## src/rtl/axil2iob_pkg.sv

```systemverilog
// Shared encodings for the AXI4-Lite to IOb bridge: FSM states, AXI response
// codes and the read/write arbitration priority values.
package axil2iob_pkg;

  localparam int ST_W = 3;

  localparam logic [ST_W-1:0] ST_IDLE    = 3'd0;
  localparam logic [ST_W-1:0] ST_WR_REQ  = 3'd1;
  localparam logic [ST_W-1:0] ST_WR_RESP = 3'd2;
  localparam logic [ST_W-1:0] ST_RD_REQ  = 3'd3;
  localparam logic [ST_W-1:0] ST_RD_WAIT = 3'd4;
  localparam logic [ST_W-1:0] ST_RD_RESP = 3'd5;

  localparam logic [1:0] RESP_OKAY   = 2'b00;
  localparam logic [1:0] RESP_SLVERR = 2'b10;

  // Value of prio_q saying which channel wins the next read/write collision.
  localparam logic PRIO_RD = 1'b0;
  localparam logic PRIO_WR = 1'b1;

  function automatic logic is_req_state(input logic [ST_W-1:0] st);
    return (st == ST_WR_REQ) || (st == ST_RD_REQ);
  endfunction

endpackage

```

## src/rtl/iob_reg_re.sv

```systemverilog
// Generic register with asynchronous active-high reset and load enable;
// every flop of the bridge is built from this cell.
module iob_reg_re #(
  parameter int                DATA_W  = 1,
  parameter logic [DATA_W-1:0] RST_VAL = '0
) (
  input  logic              clk_i,
  input  logic              arst_i,
  input  logic              en_i,
  input  logic [DATA_W-1:0] data_i,
  output logic [DATA_W-1:0] data_o
);

  // NOTE: sequential state uses non-blocking assignment so every flop samples
  // pre-edge values, independent of process ordering.
  always_ff @(posedge clk_i or posedge arst_i) begin
    if (arst_i) begin
      data_o <= RST_VAL;
    end else if (en_i) begin
      data_o <= data_i;
    end
  end

endmodule

```

## src/rtl/axil2iob.sv

```systemverilog
// AXI4-Lite slave to IOb master bridge, one transaction in flight. AW/W are
// captured independently; read/write collisions alternate via prio_q.
module axil2iob
  import axil2iob_pkg::*;
#(
  parameter int AXIL_ADDR_W = 21,
  parameter int AXIL_DATA_W = 32,
  parameter int ADDR_W      = AXIL_ADDR_W,
  parameter int DATA_W      = AXIL_DATA_W
) (
  input  logic                     clk_i,
  input  logic                     arst_i,

  input  logic                     axil_awvalid_i,
  output logic                     axil_awready_o,
  input  logic [AXIL_ADDR_W-1:0]   axil_awaddr_i,
  input  logic [2:0]               axil_awprot_i,

  input  logic                     axil_wvalid_i,
  output logic                     axil_wready_o,
  input  logic [AXIL_DATA_W-1:0]   axil_wdata_i,
  input  logic [AXIL_DATA_W/8-1:0] axil_wstrb_i,

  output logic                     axil_bvalid_o,
  input  logic                     axil_bready_i,
  output logic [1:0]               axil_bresp_o,

  input  logic                     axil_arvalid_i,
  output logic                     axil_arready_o,
  input  logic [AXIL_ADDR_W-1:0]   axil_araddr_i,
  input  logic [2:0]               axil_arprot_i,

  output logic                     axil_rvalid_o,
  input  logic                     axil_rready_i,
  output logic [AXIL_DATA_W-1:0]   axil_rdata_o,
  output logic [1:0]               axil_rresp_o,

  output logic                     iob_avalid_o,
  output logic [ADDR_W-1:0]        iob_addr_o,
  output logic [DATA_W-1:0]        iob_wdata_o,
  output logic [DATA_W/8-1:0]      iob_wstrb_o,
  input  logic                     iob_ready_i,
  input  logic                     iob_rvalid_i,
  input  logic [DATA_W-1:0]        iob_rdata_i
);

  logic [ST_W-1:0]     state_q, state_d;
  logic                aw_full_q, aw_full_d;
  logic                w_full_q, w_full_d;
  logic                prio_q, prio_d;
  logic                run_q;
  logic [ADDR_W-1:0]   addr_q, addr_d;
  logic                addr_en;
  logic [DATA_W-1:0]   wdata_q;
  logic [DATA_W/8-1:0] wstrb_q, wstrb_eff;
  logic [DATA_W-1:0]   rdata_q;
  logic                rdata_en;

  logic idle, empty, wr_pending, collide, rd_wins;
  logic aw_hs, w_hs, ar_hs;
  logic unused_in;

  // Protection bits and any address bits above ADDR_W are intentionally dropped.
  assign unused_in = ^{axil_awprot_i, axil_arprot_i, axil_awaddr_i, axil_araddr_i};

  // run_q keeps every ready low while reset is held and for the release cycle.
  assign idle       = run_q && (state_q == ST_IDLE);
  assign empty      = !aw_full_q && !w_full_q;
  assign wr_pending = axil_awvalid_i || axil_wvalid_i;
  assign collide    = empty && axil_arvalid_i && wr_pending;
  assign rd_wins    = (prio_q == PRIO_RD);

  assign axil_awready_o = idle && !aw_full_q && !(collide && rd_wins);
  assign axil_wready_o  = idle && !w_full_q && !(collide && rd_wins);
  assign axil_arready_o = idle && empty && (!wr_pending || rd_wins);

  assign aw_hs = axil_awvalid_i && axil_awready_o;
  assign w_hs  = axil_wvalid_i && axil_wready_o;
  assign ar_hs = axil_arvalid_i && axil_arready_o;

  assign wstrb_eff = w_hs ? axil_wstrb_i : wstrb_q;

  // NOTE: every signal written here gets a default first, so no path leaves
  // one unassigned and no latch is inferred.
  always_comb begin
    state_d   = state_q;
    aw_full_d = aw_full_q || aw_hs;
    w_full_d  = w_full_q || w_hs;
    prio_d    = prio_q;
    addr_en   = aw_hs || ar_hs;
    addr_d    = ar_hs ? axil_araddr_i[ADDR_W-1:0] : axil_awaddr_i[ADDR_W-1:0];
    rdata_en  = 1'b0;

    case (state_q)
      ST_IDLE: begin
        if (ar_hs) begin
          state_d = ST_RD_REQ;
        end else if (aw_full_d && w_full_d) begin
          // An all-zero strobe would look like a read on IOb, so answer directly.
          if (wstrb_eff == '0) begin
            state_d   = ST_WR_RESP;
            aw_full_d = 1'b0;
            w_full_d  = 1'b0;
          end else begin
            state_d = ST_WR_REQ;
          end
        end
      end
      ST_WR_REQ: begin
        if (iob_ready_i) begin
          state_d   = ST_WR_RESP;
          aw_full_d = 1'b0;
          w_full_d  = 1'b0;
        end
      end
      ST_WR_RESP: begin
        if (axil_bready_i) begin
          state_d = ST_IDLE;
          prio_d  = !prio_q;
        end
      end
      ST_RD_REQ: begin
        if (iob_ready_i) state_d = ST_RD_WAIT;
      end
      ST_RD_WAIT: begin
        if (iob_rvalid_i) begin
          rdata_en = 1'b1;
          state_d  = ST_RD_RESP;
        end
      end
      ST_RD_RESP: begin
        if (axil_rready_i) begin
          state_d = ST_IDLE;
          prio_d  = !prio_q;
        end
      end
      default: state_d = ST_IDLE;
    endcase
  end

  iob_reg_re #(.DATA_W(ST_W), .RST_VAL(ST_IDLE)) u_state_reg (
    .clk_i(clk_i), .arst_i(arst_i), .en_i(1'b1), .data_i(state_d), .data_o(state_q)
  );

  iob_reg_re #(.DATA_W(1), .RST_VAL(1'b0)) u_aw_full_reg (
    .clk_i(clk_i), .arst_i(arst_i), .en_i(1'b1), .data_i(aw_full_d), .data_o(aw_full_q)
  );

  iob_reg_re #(.DATA_W(1), .RST_VAL(1'b0)) u_w_full_reg (
    .clk_i(clk_i), .arst_i(arst_i), .en_i(1'b1), .data_i(w_full_d), .data_o(w_full_q)
  );

  iob_reg_re #(.DATA_W(1), .RST_VAL(PRIO_RD)) u_prio_reg (
    .clk_i(clk_i), .arst_i(arst_i), .en_i(1'b1), .data_i(prio_d), .data_o(prio_q)
  );

  iob_reg_re #(.DATA_W(1), .RST_VAL(1'b0)) u_run_reg (
    .clk_i(clk_i), .arst_i(arst_i), .en_i(1'b1), .data_i(1'b1), .data_o(run_q)
  );

  // One address register serves both directions; only one transaction is live.
  iob_reg_re #(.DATA_W(ADDR_W), .RST_VAL('0)) u_addr_reg (
    .clk_i(clk_i), .arst_i(arst_i), .en_i(addr_en), .data_i(addr_d), .data_o(addr_q)
  );

  iob_reg_re #(.DATA_W(DATA_W), .RST_VAL('0)) u_wdata_reg (
    .clk_i(clk_i), .arst_i(arst_i), .en_i(w_hs), .data_i(axil_wdata_i), .data_o(wdata_q)
  );

  iob_reg_re #(.DATA_W(DATA_W/8), .RST_VAL('0)) u_wstrb_reg (
    .clk_i(clk_i), .arst_i(arst_i), .en_i(w_hs), .data_i(axil_wstrb_i), .data_o(wstrb_q)
  );

  iob_reg_re #(.DATA_W(DATA_W), .RST_VAL('0)) u_rdata_reg (
    .clk_i(clk_i), .arst_i(arst_i), .en_i(rdata_en), .data_i(iob_rdata_i), .data_o(rdata_q)
  );

  assign iob_avalid_o = is_req_state(state_q);
  assign iob_addr_o   = addr_q;
  assign iob_wdata_o  = wdata_q;
  assign iob_wstrb_o  = (state_q == ST_WR_REQ) ? wstrb_q : '0;

  assign axil_bvalid_o = (state_q == ST_WR_RESP);
  assign axil_bresp_o  = RESP_OKAY;
  assign axil_rvalid_o = (state_q == ST_RD_RESP);
  assign axil_rdata_o  = rdata_q;
  assign axil_rresp_o  = RESP_OKAY;

endmodule

```

## config.mk

```make
export PLATFORM = sky130hd
export DESIGN_NAME = axil2iob
export DESIGN_NICKNAME = d
export VERILOG_FILES = /design/src/rtl/axil2iob_pkg.sv /design/src/rtl/iob_reg_re.sv /design/src/rtl/axil2iob.sv
export SDC_FILE = /design/constraint.sdc
export NUM_CORES = 1
export LEC_CHECK = 0
export BUFFER_PORTS_ARGS = -buffer_cell sky130_fd_sc_hd__buf_2
export CAP_MARGIN = 5
export CORE_UTILIZATION = 45
export DETAILED_ROUTE_END_ITERATION = 10
export PLACE_DENSITY = 0.8
export SLEW_MARGIN = 30
export SYNTH_ARGS = -nofsm -noshare
export SYNTH_HDL_FRONTEND = slang
export SYNTH_SLANG_ARGS = --single-unit
```

## constraint.sdc

```tcl
create_clock -name clk_i -period 3.25 [get_ports clk_i]
set_input_delay 0.325 -clock clk_i [delete_from_list [all_inputs] [get_ports clk_i]]
set_output_delay 0.325 -clock clk_i [all_outputs]
set_load 0.05 [all_outputs]
```

# [Yosys cells after proc, flatten, opt, wreduce, memory -nomap -nowiden]
# Index checks and enable logic that the tools add are counted.
# Widths: inputs -> output; s select.
[totals] regBits=96 input_bits=125 out_inout_bits=99 word_cells=79
[classes] eq_ne=11 n_mux=27 n_bitwise=1 reduce_logical=31
[op_table] operator="$mux 21" n=1
[op_table] operator="$mux 3" n=7
[op_table] operator="$pmux 3 s6" n=1
[op_table] operator="$logic_and 1x1->1" n=15
[op_table] operator="$mux 1" n=12
[op_table] operator="$mux 4" n=2
[op_table] operator="$eq 3x2->1 const B" n=2
[op_table] operator="$eq 3x3->1 const B" n=2
[op_table] operator="$logic_or 1x1->1" n=6
[op_table] operator="$ne 2x2->1 const B" n=3
[op_table] operator="$pmux 1 s2" n=3
[op_table] operator="$reduce_and 6->1" n=1
[op_table] operator="$logic_not 1->1" n=5
[op_table] operator="$logic_not 4->1" n=1
[op_table] operator="$ne 2x1->1 const B" n=2
[op_table] operator="$eq 3x1->1 const B" n=1
[op_table] operator="$logic_not 3->1" n=1
[op_table] operator="$ne 3x2->1 const B" n=1
[op_table] operator="$reduce_and 3->1" n=1
[op_table] operator="$mux 2" n=1
[op_table] operator="$reduce_bool 2->1" n=1
[op_table] operator="$not 1->1" n=1

# [Longest topological paths before layout]
# Gate-level depths: netlist of the first run.
[logic_depth] word_depth=14 mapped_depth=6 depth_no_buf=4

# [Cells and area by module]
# Synthesis of the first run repeated with hierarchy kept, for this count alone.
[unflattened] hier_cells=299 area_unflattened_um2=4704.5
[by_module_without_submodules] mod="iob_reg_re (u_rdata_reg ...)" instances=2 cells_per_inst=69 area_per_inst_um2=1348.8 seq_area_each_um2=800.8
[by_module_without_submodules] mod="iob_reg_re (u_addr_reg)" instances=1 cells_per_inst=45 area_per_inst_um2=863.3 seq_area_each_um2=525.5
[by_module_without_submodules] mod="axil2iob" instances=1 cells_per_inst=88 area_per_inst_um2=706.9 seq_area_each_um2=0.0
[by_module_without_submodules] mod="iob_reg_re (u_aw_full_reg ...)" instances=4 cells_per_inst=3 area_per_inst_um2=43.8 seq_area_each_um2=25.0
[by_module_without_submodules] mod="iob_reg_re (u_wstrb_reg)" instances=1 cells_per_inst=9 area_per_inst_um2=148.9 seq_area_each_um2=100.1
[by_module_without_submodules] mod="iob_reg_re (u_state_reg)" instances=1 cells_per_inst=7 area_per_inst_um2=112.6 seq_area_each_um2=75.1

# [Least setup slack after synthesis of the first run]
# No wires, ideal clock.
[synth_timing] path_kind="reg-to-output" from="reg u_state_reg.data_o[1]" to="out axil_arready_o" arrival_time_ps=2582 required_time_ps=2925 slack_ps=343 stages_incl_launch_ff=4 n_path_buf=1 path_cell_list="dfrtp_1 > or4b_1 > buf_6 > nor4_1"
[synth_between] elab_chain_cells=4
[synth_rtl] item="start: declaration" line="iob_reg_re.sv:11" rtl="output logic [DATA_W-1:0] data_o"
[synth_rtl] item="start signal: assignment" line="iob_reg_re.sv:20" rtl="data_o <= data_i;"
[synth_rtl] item="$logic_not 3->1" line="axil2iob.sv:67" rtl="assign idle = run_q && (state_q == ST_IDLE);"
[synth_rtl] item="$logic_and 1x1->1" line="axil2iob.sv:67"
[synth_rtl] item="$logic_and 1x1->1 (2 in a row)" line="axil2iob.sv:75" rtl="assign axil_arready_o = idle && empty && (!wr_pending || rd_wins);"
[synth_rtl] item="end: declaration" line="axil2iob.sv:29" rtl="output logic axil_arready_o,"
# Every way passes these cells.

# [Worst setup path in the final report of the first run]
[layout_timing] from="reg u_state_reg.data_o[0]" to="reg u_wdata_reg.data_o[11]"
[layout_between] elab_chain_cells=5
[layout_rtl] item="$logic_not 3->1" line="axil2iob.sv:67"
[layout_rtl] item="$logic_and 1x1->1" line="axil2iob.sv:67"
[layout_rtl] item="$logic_and 1x1->1 (2 in a row)" line="axil2iob.sv:74" rtl="assign axil_wready_o = idle && !w_full_q && !(collide && rd_wins);"
[layout_rtl] item="$logic_and 1x1->1" line="axil2iob.sv:78" rtl="assign w_hs = axil_wvalid_i && axil_wready_o;"
[layout_rtl] item="end signal: assignment" line="iob_reg_re.sv:20"
[layout_rtl] item="end: declaration" line="iob_reg_re.sv:11"
# Every way passes these cells.
# A chain may end at the register's enable or synchronous reset.

==> flow_metrics.env, run 1 <==
export IMPL_worst_hold_path_type="in2async"
export IMPL_endpoint_kind="flop"
export IMPL_ys_seq_area_share_pct=57.8
export IMPL_dp_hpwl_um=7040
export IMPL_grt_max_degree=97
export IMPL_gp_congestion=0.768
export IMPL_cts_hold_buf=0
export IMPL_clockBufferDepth=2
export IMPL_rr_worst_depth=4
export IMPL_cts_htree_levels=3
export IMPL_cts_root_buffer="clkbuf_8"
export IMPL_cts_num_sinks=96
export IMPL_fill_cells=718
export IMPL_ctsResizeCount=0
export IMPL_num_vias=3099
export IMPL_fin_crit_ps=2560
export IMPL_slew_headroom_pct=48.0
export IMPL_nets=643
export IMPL_ys_ff_latch=96
export IMPL_antenna_found_initial=0
export IMPL_fin_total_pwr_mw=6.53
export IMPL_grt_overflow=0
export IMPL_setup_tns_ps=0
export IMPL_die_x_um=98.1
export IMPL_synth_area_mm2=0.00416
export IMPL_cts_setup_buffers=0
export IMPL_syn_inst=308
export IMPL_die_area_mm2=0.00963
export IMPL_violations="DRC"
export IMPL_setup_viol=0
export IMPL_fp_row_count=34
export IMPL_syn_avg_cell_area_um2=13.5
export IMPL_synth_edf_count=0
export IMPL_crit_arrival_ps=2790
export IMPL_drt_total_wl_um=9240
export IMPL_ys_types=44
export IMPL_cp_top_family="simple AND/OR/NAND/NOR gates"
export IMPL_p_leak_nw=2.73
export IMPL_placed_area_mm2=0.00528
export IMPL_fin_util_pct=61.7
export IMPL_crit_path_max_fanout=34
export IMPL_fin_crit_sh_pct=78.8
export IMPL_fin_ws_ps=690
export IMPL_ant_nets=0
export IMPL_drt_iter0_markers=94
export IMPL_port_buffers=213
export IMPL_r2r_end="u_wdata_reg.data_o[11]"
export IMPL_ir_drop_v=0.000678
export IMPL_yosysWarnings=0
export IMPL_grt_pass1_vias=3252
export IMPL_syn2layout_area_growth_pct=31.4
export IMPL_finClkSkew_ps=18.3
export IMPL_power_density_mw_per_mm2=1200
export IMPL_hold_viol_final=0
export IMPL_tightest_slew_ps=769
export IMPL_place_ws_ps=622
export IMPL_async_reset_ff_share_pct=100
export IMPL_cts_buffers_inserted=9
export IMPL_stdcell_area_mm2=0.00546
export IMPL_clock_latency_ps=360
export IMPL_synth_flop_cell="dfrtp_1"
export IMPL_die_y_um=98.1
export IMPL_grt_pass1_wl_um=15200
export IMPL_first_pass_iters=7
export IMPL_rsz0062_at_grt="no"
export IMPL_drv_slew=0
export IMPL_path_buf_inv=1
export IMPL_drive_gt1_share_pct=60.6
export IMPL_crit_required_ps=3480
export IMPL_worstSetupPathType="reg2reg"
export IMPL_crit_chain="nor4b_1 -> and4b_1 -> buf_4 -> mux2_2"
export IMPL_antennaDiodeCount=0
export IMPL_drc=18
export IMPL_cp_start_kind="flop"
export IMPL_initial_core_util_pct=47.0
export IMPL_cts_tree="yes"
export IMPL_fmax_mhz=391
export IMPL_wl_per_cell_um=14.6
export IMPL_maxCapViolCount=0
export IMPL_r2r_setup_slack_ps=690
export IMPL_outcome="finished with violations"
export IMPL_clk_pin_slew_ps=110
export IMPL_io_pins=224
export IMPL_crit_slowest_cell="nor4b_1"
export IMPL_r2r_start="u_state_reg.data_o[0]"
export IMPL_vias_per_cell=4.91
export IMPL_grt_usage_pct=19.9
export IMPL_coreArea_mm2=0.00885
export IMPL_critPathMaxStageDelay_ps=690
-- registers in the layout (all words and copies together), names as in the netlist --
signal and cells:
u_prio_reg.data_o 1, u_rdata_reg.data_o 32, u_wstrb_reg.data_o 4, u_aw_full_reg.data_o 1, u_run_reg.data_o 1, u_addr_reg.data_o 21, u_wdata_reg.data_o 32, u_w_full_reg.data_o 1
u_state_reg.data_o 3
-- where the power goes --
group	internal [mW]	switching, mW
Sequential	1.76	0.334
Clock	0.295	0.436
Combinational	1.04	2.66
Total	3.09	3.43
-- cell type report --
type	count	area, um^2	area share, %
inverter	4	17.5	0.321
sequential	96	2400	44.0
clock inverter	7	61.3	1.12
timing repair buffer	218	1120	20.4
tap	108	135	2.47
clock buffer	9	124	2.27
multi-input combinational	189	1610	29.4
-- worst register-to-register path, cell delays in order (launching register included) --
cell	delay, ps
dfrtp_1	520
nor4b_1	690
and4b_1	420
buf_4	420
mux2_2	400
-- cells in the mapped netlist (3+ instances only) --
library cell,count,area [um^2]
buf_1,4,15.0
buf_4,7,52.6
a21oi_1,3,15.0
nor4_1,3,18.8
dfrtp_1,96,2400
o21ai_2,9,78.8
o21a_1,3,22.5
and2_1,4,25.0
mux2i_1,21,210
nor2_1,6,22.5
nor3_1,4,20.0
nand2_1,22,82.6
buf_2,5,25.0
inv_1,4,15.0
o21ai_1,12,60.1
buf_6,4,45.0
mux2_2,68,766
-- metrics by stage --
step	hold slack (ps)	cells
final	86.5	631
after global routing	95.9	631
after CTS	98.3	631
after detailed placement	490	615
after global placement	484	615
after floorplan	443	311
-- cells by family after synthesis --
logic type,count (synthesis),synth area share (%)
simple gates,53,7.49
compound gates,40,6.62
buf+inv,26,3.88
xor+xnor,1,0.211
mux,90,23.8
flops,96,57.8
other cells,2,0.181
-- worst max path at each step --
stage,start,to,depth (start not counted)
6_report,u_state_reg.data_o[0],u_wdata_reg.data_o[11],4
5_1_grt,u_state_reg.data_o[0],u_wdata_reg.data_o[10],4
4_1_cts,u_state_reg.data_o[0],u_wdata_reg.data_o[11],4
3_3_place_gp,u_state_reg.data_o[0],u_wdata_reg.data_o[19],4
2_1_floorplan,u_state_reg.data_o[1],axil_arready_o,3
3_5_place_dp,u_state_reg.data_o[0],u_wdata_reg.data_o[12],4
-- metal layers --
metal	GRT usage, %	share of wire, %	up-vias
met5	0	0	-
met4	6.88	1.3	0
met3	5.58	8.6	13
met2	34.5	50	142
met1	23.9	40	1437
li1	-	-	1507
-- cells in the final DEF, fill, tap and decap left out, drive strengths merged, types with 2 or more instances in the layout --
master	n
a211o	2
a21oi	3
a31oi	2
and2	4
buf	218
clkbuf	9
clkinv	2
conb	5
dfrtp	96
inv	8
mux2	69
mux2i	21
nand2	22
nand2b	2
nor2	6
nor3	4
nor3b	2
nor4	4
nor4b	3
o21a	3
o21ai	22
(Power assumes the default switching activity.)
==> inputs of run 2 (changes only) <==
clock period = 2.6 ns   (was 3.25 ns; I/O delays follow)
==> run 2 against run 1 <==
- the run still ends with DRC left
- first-iteration DRC count increased by 51%
- setup slack worse by 460 ps
- global-route usage grew 0.12 points
- cell area is 1.5% higher
- power rose by 27%
- register-to-register slack got worse by 290 ps
- largest cell class unchanged
- worst hold slack worse by 69 ps
- via count increased by 2.8%
- highest routed layer unchanged
- flip-flop and latch count unchanged
==> flow_metrics.env, run 2 (same netlist as run 1, synthesis figures left out) <==
export IMPL_outcome="finished with violations"
export IMPL_violations="DRC"
export IMPL_finClkSkew_ps=17.2
export IMPL_worstSetupPathType="reg2out"
export IMPL_die_y_um=98.1
export IMPL_cts_htree_levels=3
export IMPL_r2r_setup_slack_ps=400
export IMPL_cp_start_kind="flop"
export IMPL_maxCapViolCount=0
export IMPL_r2r_start="u_state_reg.data_o[1]"
export IMPL_use_met1_pct=23.5
export IMPL_dp_hpwl_um=7170
export IMPL_ctsResizeCount=0
export IMPL_grt_pass1_vias=3317
export IMPL_tightest_slew_ps=608
export IMPL_crit_chain="or4b_1 -> nor4_2 -> buf_2"
export IMPL_rr_worst_depth=5
export IMPL_clockBufferDepth=2
export IMPL_drv_slew=0
export IMPL_grt_util_met2_pct=35.1
export IMPL_grt_pass1_wl_um=15400
export IMPL_ir_drop_v=0.000794
export IMPL_gp_congestion=0.805
export IMPL_slew_headroom_pct=59.3
export IMPL_path_buf_inv=1
export IMPL_power_density_mw_per_mm2=1490
export IMPL_stdcell_area_mm2=0.00554
export IMPL_fmax_mhz=422
export IMPL_grt_usage_pct=20.0
export IMPL_crit_slowest_cell="or4b_1"
export IMPL_num_vias=3185
export IMPL_antenna_found_initial=0
export IMPL_most_common_layout_cells="buf_2 (213), dfrtp_1 (96), mux2_2 (68), nand2_1 (22), mux2i_1 (21)"
export IMPL_ant_nets=0
export IMPL_grt_overflow=0
export IMPL_cts_buffers_inserted=9
export IMPL_clk_pin_slew_ps=110
export IMPL_hold_viol_final=0
export IMPL_setup_viol=0
export IMPL_cts_tree="yes"
export IMPL_first_pass_iters=7
export IMPL_port_buffers=213
export IMPL_top_regs="u_rdata_reg.data_o x32, u_wdata_reg.data_o x32, u_addr_reg.data_o x21"
export IMPL_cts_setup_buffers=0
export IMPL_crit_arrival_ps=2110
export IMPL_drt_total_wl_um=9550
export IMPL_layout_commonest_cell="buf_2"
export IMPL_nets=646
export IMPL_syn2layout_area_growth_pct=33.3
export IMPL_grt_busiest_layer="met2"
export IMPL_p_leak_nw=2.75
export IMPL_placed_area_mm2=0.00535
export IMPL_setup_tns_ps=0
export IMPL_cts_root_buffer="clkbuf_8"
export IMPL_cts_hold_buf=0
export IMPL_crit_required_ps=2340
export IMPL_cp_top_family="simple AND/OR/NAND/NOR gates"
export IMPL_initial_core_util_pct=47.0
export IMPL_r2r_end="u_addr_reg.data_o[4]"
export IMPL_cts_num_sinks=96
export IMPL_wl_per_cell_um=15.1
export IMPL_fin_crit_ps=2370
export IMPL_vias_per_cell=5.02
export IMPL_endpoint_kind="primary output"
export IMPL_critPathMaxStageDelay_ps=700
export IMPL_clock_latency_ps=360
export IMPL_antennaDiodeCount=0
export IMPL_die_x_um=98.1
export IMPL_gr_usage_met3_pct=4.72
export IMPL_fin_crit_sh_pct=91.0
export IMPL_die_area_mm2=0.00963
export IMPL_crit_path_max_fanout=8
export IMPL_fp_row_count=34
export IMPL_drt_iter0_markers=142
export IMPL_coreArea_mm2=0.00885
export IMPL_grt_max_degree=97
export IMPL_io_pins=224
export IMPL_drc=18
export IMPL_rsz0062_at_grt="no"
export IMPL_fin_util_pct=62.7
export IMPL_drive_gt1_share_pct=61.2
export IMPL_worst_hold_path_type="in2async"
-- run 2: changes by cell type in the layout (fill, tap and decap cells not counted), sizes merged --
cell and delta:
buf +3, inv -2, clkbuf +1, clkinvlp +1
-- run 2: how the worst max path moves through the flow --
stage                                       to  depth (start not counted)                   from
final                           axil_arready_o                          3  u_state_reg.data_o[1]
after CTS                       axil_arready_o                          3  u_state_reg.data_o[1]
after detailed placement  u_addr_reg.data_o[4]                          5  u_state_reg.data_o[1]
after global routing            axil_awready_o                          3  u_state_reg.data_o[1]
after floorplan                 axil_awready_o                          3  u_state_reg.data_o[1]
after global placement    u_addr_reg.data_o[1]                          5  u_state_reg.data_o[2]
-- run 2: metrics by stage --
stage,std cells,setup WS (ps),power [mW],hold slack (ps)
CTS,634,208,8.35,50.2
floorplan,311,174,6.27,378
global placement,618,466,7.25,452
global route,634,144,8.69,58.3
detailed placement,618,417,7.38,461
finish,634,233,8.28,17.3
-- run 2: power breakdown --
part | switching, mW | internal (mW) | total, mW
Sequential | 0.403 | 2.20 | 2.60
Clock | 0.557 | 0.398 | 0.955
Combinational | 3.38 | 1.34 | 4.72
Total | 4.34 | 3.94 | 8.28
-- run 2: area by class of cell --
| class | count | area, um^2 |
|---|---|---|
| fill | 703 | 3300 |
| sequential | 96 | 2400 |
| multi-input combinational | 189 | 1610 |
| timing repair buffer | 221 | 1180 |
| clock buffer | 10 | 138 |
| tap | 108 | 135 |
| clock inverter | 6 | 61.3 |
| inverter | 4 | 18.8 |
-- run 2: metal layers --
metal  wire (um)  vias up
li1            -     1506
met1        3830     1510
met2        4730      149
met3         766       20
met4         212        0
met5           0        -
-- run 2: worst reg2reg max path, cell delays in order (launching register included) --
cell	delay, ps
dfrtp_1	480
or4b_1	700
nor4b_4	360
buf_12	230
mux2i_1	250
o21ai_2	70
==> inputs of run 3 (changes only) <==
CORE_UTILIZATION = 47   (was 45)
PLACE_DENSITY = 0.81   (was 0.8)
SYNTH_HIERARCHICAL = 1   (was not set)
==> run 3 against run 2 <==
- the flow now finishes without violations
- count of clock-buffer cells in the layout up 1
- critical endpoint is now u_addr_reg/data_o[15]
- final cell count rose by 4.1%
- setup slack worse by 68 ps
- power up 9.8%
- cell area up 9.4%
- global-route usage down 0.65 points
- largest cell class unchanged
- sequential share of layout area decreased by 3.7 points
- worst hold slack better by 120 ps
- largest power group unchanged
- die area rose by 8.2%
- flip-flop and latch count stayed put
==> flow_metrics.env, run 3 <==
export IMPL_grt_usage_pct=19.4
export IMPL_die_y_um=102
export IMPL_hold_viol_final=0
export IMPL_p_leak_nw=3.14
export IMPL_drc=0
export IMPL_syn_inst=299
export IMPL_drive_gt1_share_pct=68.3
export IMPL_vias_per_cell=4.84
export IMPL_drv_slew=0
export IMPL_ys_seq_area_share_pct=51.1
export IMPL_ys_ff_latch=96
export IMPL_grt_pass1_wl_um=15600
export IMPL_endpoint_kind="flop"
export IMPL_drt_iter0_markers=104
export IMPL_clockBufferDepth=2
export IMPL_synth_common_cells="dfrtp_1 (96), mux2_4 (85), mux2_2 (30)"
export IMPL_fin_total_pwr_mw=9.10
export IMPL_synth_compound_area_share_pct=3.27
export IMPL_crit_chain="or4b_4 -> nor4b_4 -> buf_12 -> mux2_2 -> mux2_4"
export IMPL_top_regs="u_rdata_reg/data_o x32, u_wdata_reg/data_o x32, u_addr_reg/data_o x21"
export IMPL_cp_start_kind="flop"
export IMPL_synth_xor_area_share_pct=0.372
export IMPL_initial_core_util_pct=48.4
export IMPL_cts_hold_buf=1
export IMPL_synth_area_top_cells="dfrtp_1 (51%), mux2_4 (27%), mux2_2 (7.2%)"
export IMPL_fmax_mhz=411
export IMPL_synth_simple_area_share_pct=4.18
export IMPL_critPathMaxStageDelay_ps=600
export IMPL_most_common_layout_cells="buf_2 (213), dfrtp_1 (96), mux2_4 (85), mux2_2 (30), conb_1 (12)"
export IMPL_layoutNonFillerInstCount=660
export IMPL_cts_htree_levels=3
export IMPL_worstSetupPathType="reg2reg"
export IMPL_crit_slowest_cell="or4b_4"
export IMPL_fin_crit_sh_pct=93.7
export IMPL_nets=648
export IMPL_layout_commonest_cell="buf_2"
export IMPL_synth_edf_count=0
export IMPL_setup_viol=0
export IMPL_ant_nets=0
export IMPL_syn2layout_area_growth_pct=28.9
export IMPL_synth_top_family_by_area="multiplexers"
export IMPL_ctsResizeCount=0
export IMPL_power_density_mw_per_mm2=1500
export IMPL_fin_util_pct=62.3
export IMPL_multi_input_area_mm2=0.00208
export IMPL_cts_buffers_inserted=9
export IMPL_crit_required_ps=2830
export IMPL_coreArea_mm2=0.00973
export IMPL_dp_cells=644
export IMPL_wl_per_cell_um=15.5
export IMPL_port_buffers=213
export IMPL_cts_tree="yes"
export IMPL_synthAdderAreaFrac_pct=0
export IMPL_cts_num_sinks=96
export IMPL_yosysTopAreaCell="dfrtp_1"
export IMPL_antennaDiodeCount=0
export IMPL_cp_top_family="simple AND/OR/NAND/NOR gates"
export IMPL_ir_drop_v=0.000734
export IMPL_async_reset_ff_share_pct=100
export IMPL_fin_crit_ps=2440
export IMPL_dp_hpwl_um=7700
export IMPL_ys_types=40
export IMPL_finClkSkew_ps=9.68
export IMPL_maxCapViolCount=0
export IMPL_fp_row_count=36
export IMPL_num_vias=3197
export IMPL_path_buf_inv=1
export IMPL_place_ws_ps=192
export IMPL_worst_hold_path_type="in2reg"
export IMPL_crit_arrival_ps=2660
export IMPL_tightest_slew_ps=803
export IMPL_rsz0062_at_grt="no"
export IMPL_fin_ws_ps=165
export IMPL_regArea_mm2=0.00240
export IMPL_drt_total_wl_um=10300
export IMPL_setup_tns_ps=0
export IMPL_clock_latency_ps=350
export IMPL_grt_pass1_vias=3264
export IMPL_synth_top_cell_area_share_pct=51.1
export IMPL_outcome="finished clean"
export IMPL_synth_area_mm2=0.00470
export IMPL_fill_cells=796
export IMPL_die_area_mm2=0.0104
export IMPL_gp_congestion=0.764
export IMPL_syn_avg_cell_area_um2=15.7
export IMPL_clk_pin_slew_ps=90
export IMPL_cts_setup_buffers=0
export IMPL_synth_flop_cell="dfrtp_1"
export IMPL_grt_max_degree=37
export IMPL_io_pins=224
export IMPL_die_x_um=102
export IMPL_antenna_found_initial=0
export IMPL_first_pass_iters=4
export IMPL_synth_area_mux_share_pct=35.0
export IMPL_crit_path_max_fanout=21
export IMPL_cts_root_buffer="clkbuf_8"
export IMPL_slew_headroom_pct=46.4
export IMPL_grt_overflow=0
export IMPL_yosysWarnings=6
export IMPL_synth_most_common_cell="dfrtp_1"
==> run 3: cell types whose count changed after synthesis, sizes merged, moves of 2 or more <==
cell    delta
mux2      +49
mux2i     -21
nand2     -21
o21ai     -20
inv        +7
buf        -3
nor2       -3
a21oi      +2
clkbuf     +2
nor3b      +2
==> run 3: worst paths after layout <==
kind	start	end	slack [ps]	depth (start not counted)
setup / recovery	u_state_reg/data_o[0]	u_addr_reg/data_o[15]	160	5
min in group asynchronous	arst_i	u_aw_full_reg/data_o	390	3
hold / removal	iob_rdata_i[22]	u_rdata_reg/data_o[22]	140	2
hold reg to reg	u_rdata_reg/data_o[3]	u_rdata_reg/data_o[3]	510	1
setup reg to reg	u_state_reg/data_o[0]	u_addr_reg/data_o[15]	160	5
max in group asynchronous	arst_i	u_addr_reg/data_o[2]	1370	3
==> run 3: layout make-up <==
cell class | count | share of cell area [%]
repair buffers | 224 | 19.8
clock buffers | 11 | 2.50
flip-flops and latches | 96 | 39.6
clock inverters | 4 | 0.454
well taps | 133 | 2.74
inverters | 11 | 0.681
multi-input cells | 181 | 34.2
==> run 3: routing by layer <==
| metal | share of wire [%] | vias to the layer above | wire [um] | track usage, % |
|---|---|---|---|---|
| li1 | - | 1497 | - | - |
| met3 | 5.4 | 16 | 550 | 3.90 |
| met1 | 40 | 1565 | 4150 | 23.2 |
| met5 | 0 | - | 0 | 0 |
| met4 | 1.7 | 0 | 179 | 8.02 |
| met2 | 52 | 119 | 5380 | 34.1 |
==> run 3: report_power, final <==
group	leakage, nW	internal, mW	switching [mW]
clock network	0.0960	0.399	0.502
logic	1.89	1.93	3.57
registers	1.16	2.24	0.450
total	3.14	4.57	4.52
==> run 3: cells by family (layout without fill, tap and decap cells) <==
logic type / Yosys count / count (layout)
other cells: 2 / 12
buf+inv: 32 / 250
compound gates: 21 / 21
simple gates: 28 / 28
xor+xnor: 2 / 2
flops: 96 / 96
mux: 118 / 118
==> run 3: metrics by stage <==
step	instance area, um^2	hold slack (ps)
final	6070	140
after global routing	6070	116
after CTS	6070	118
after detailed placement	5880	202
after global placement	5880	202
after floorplan	4750	-11.3
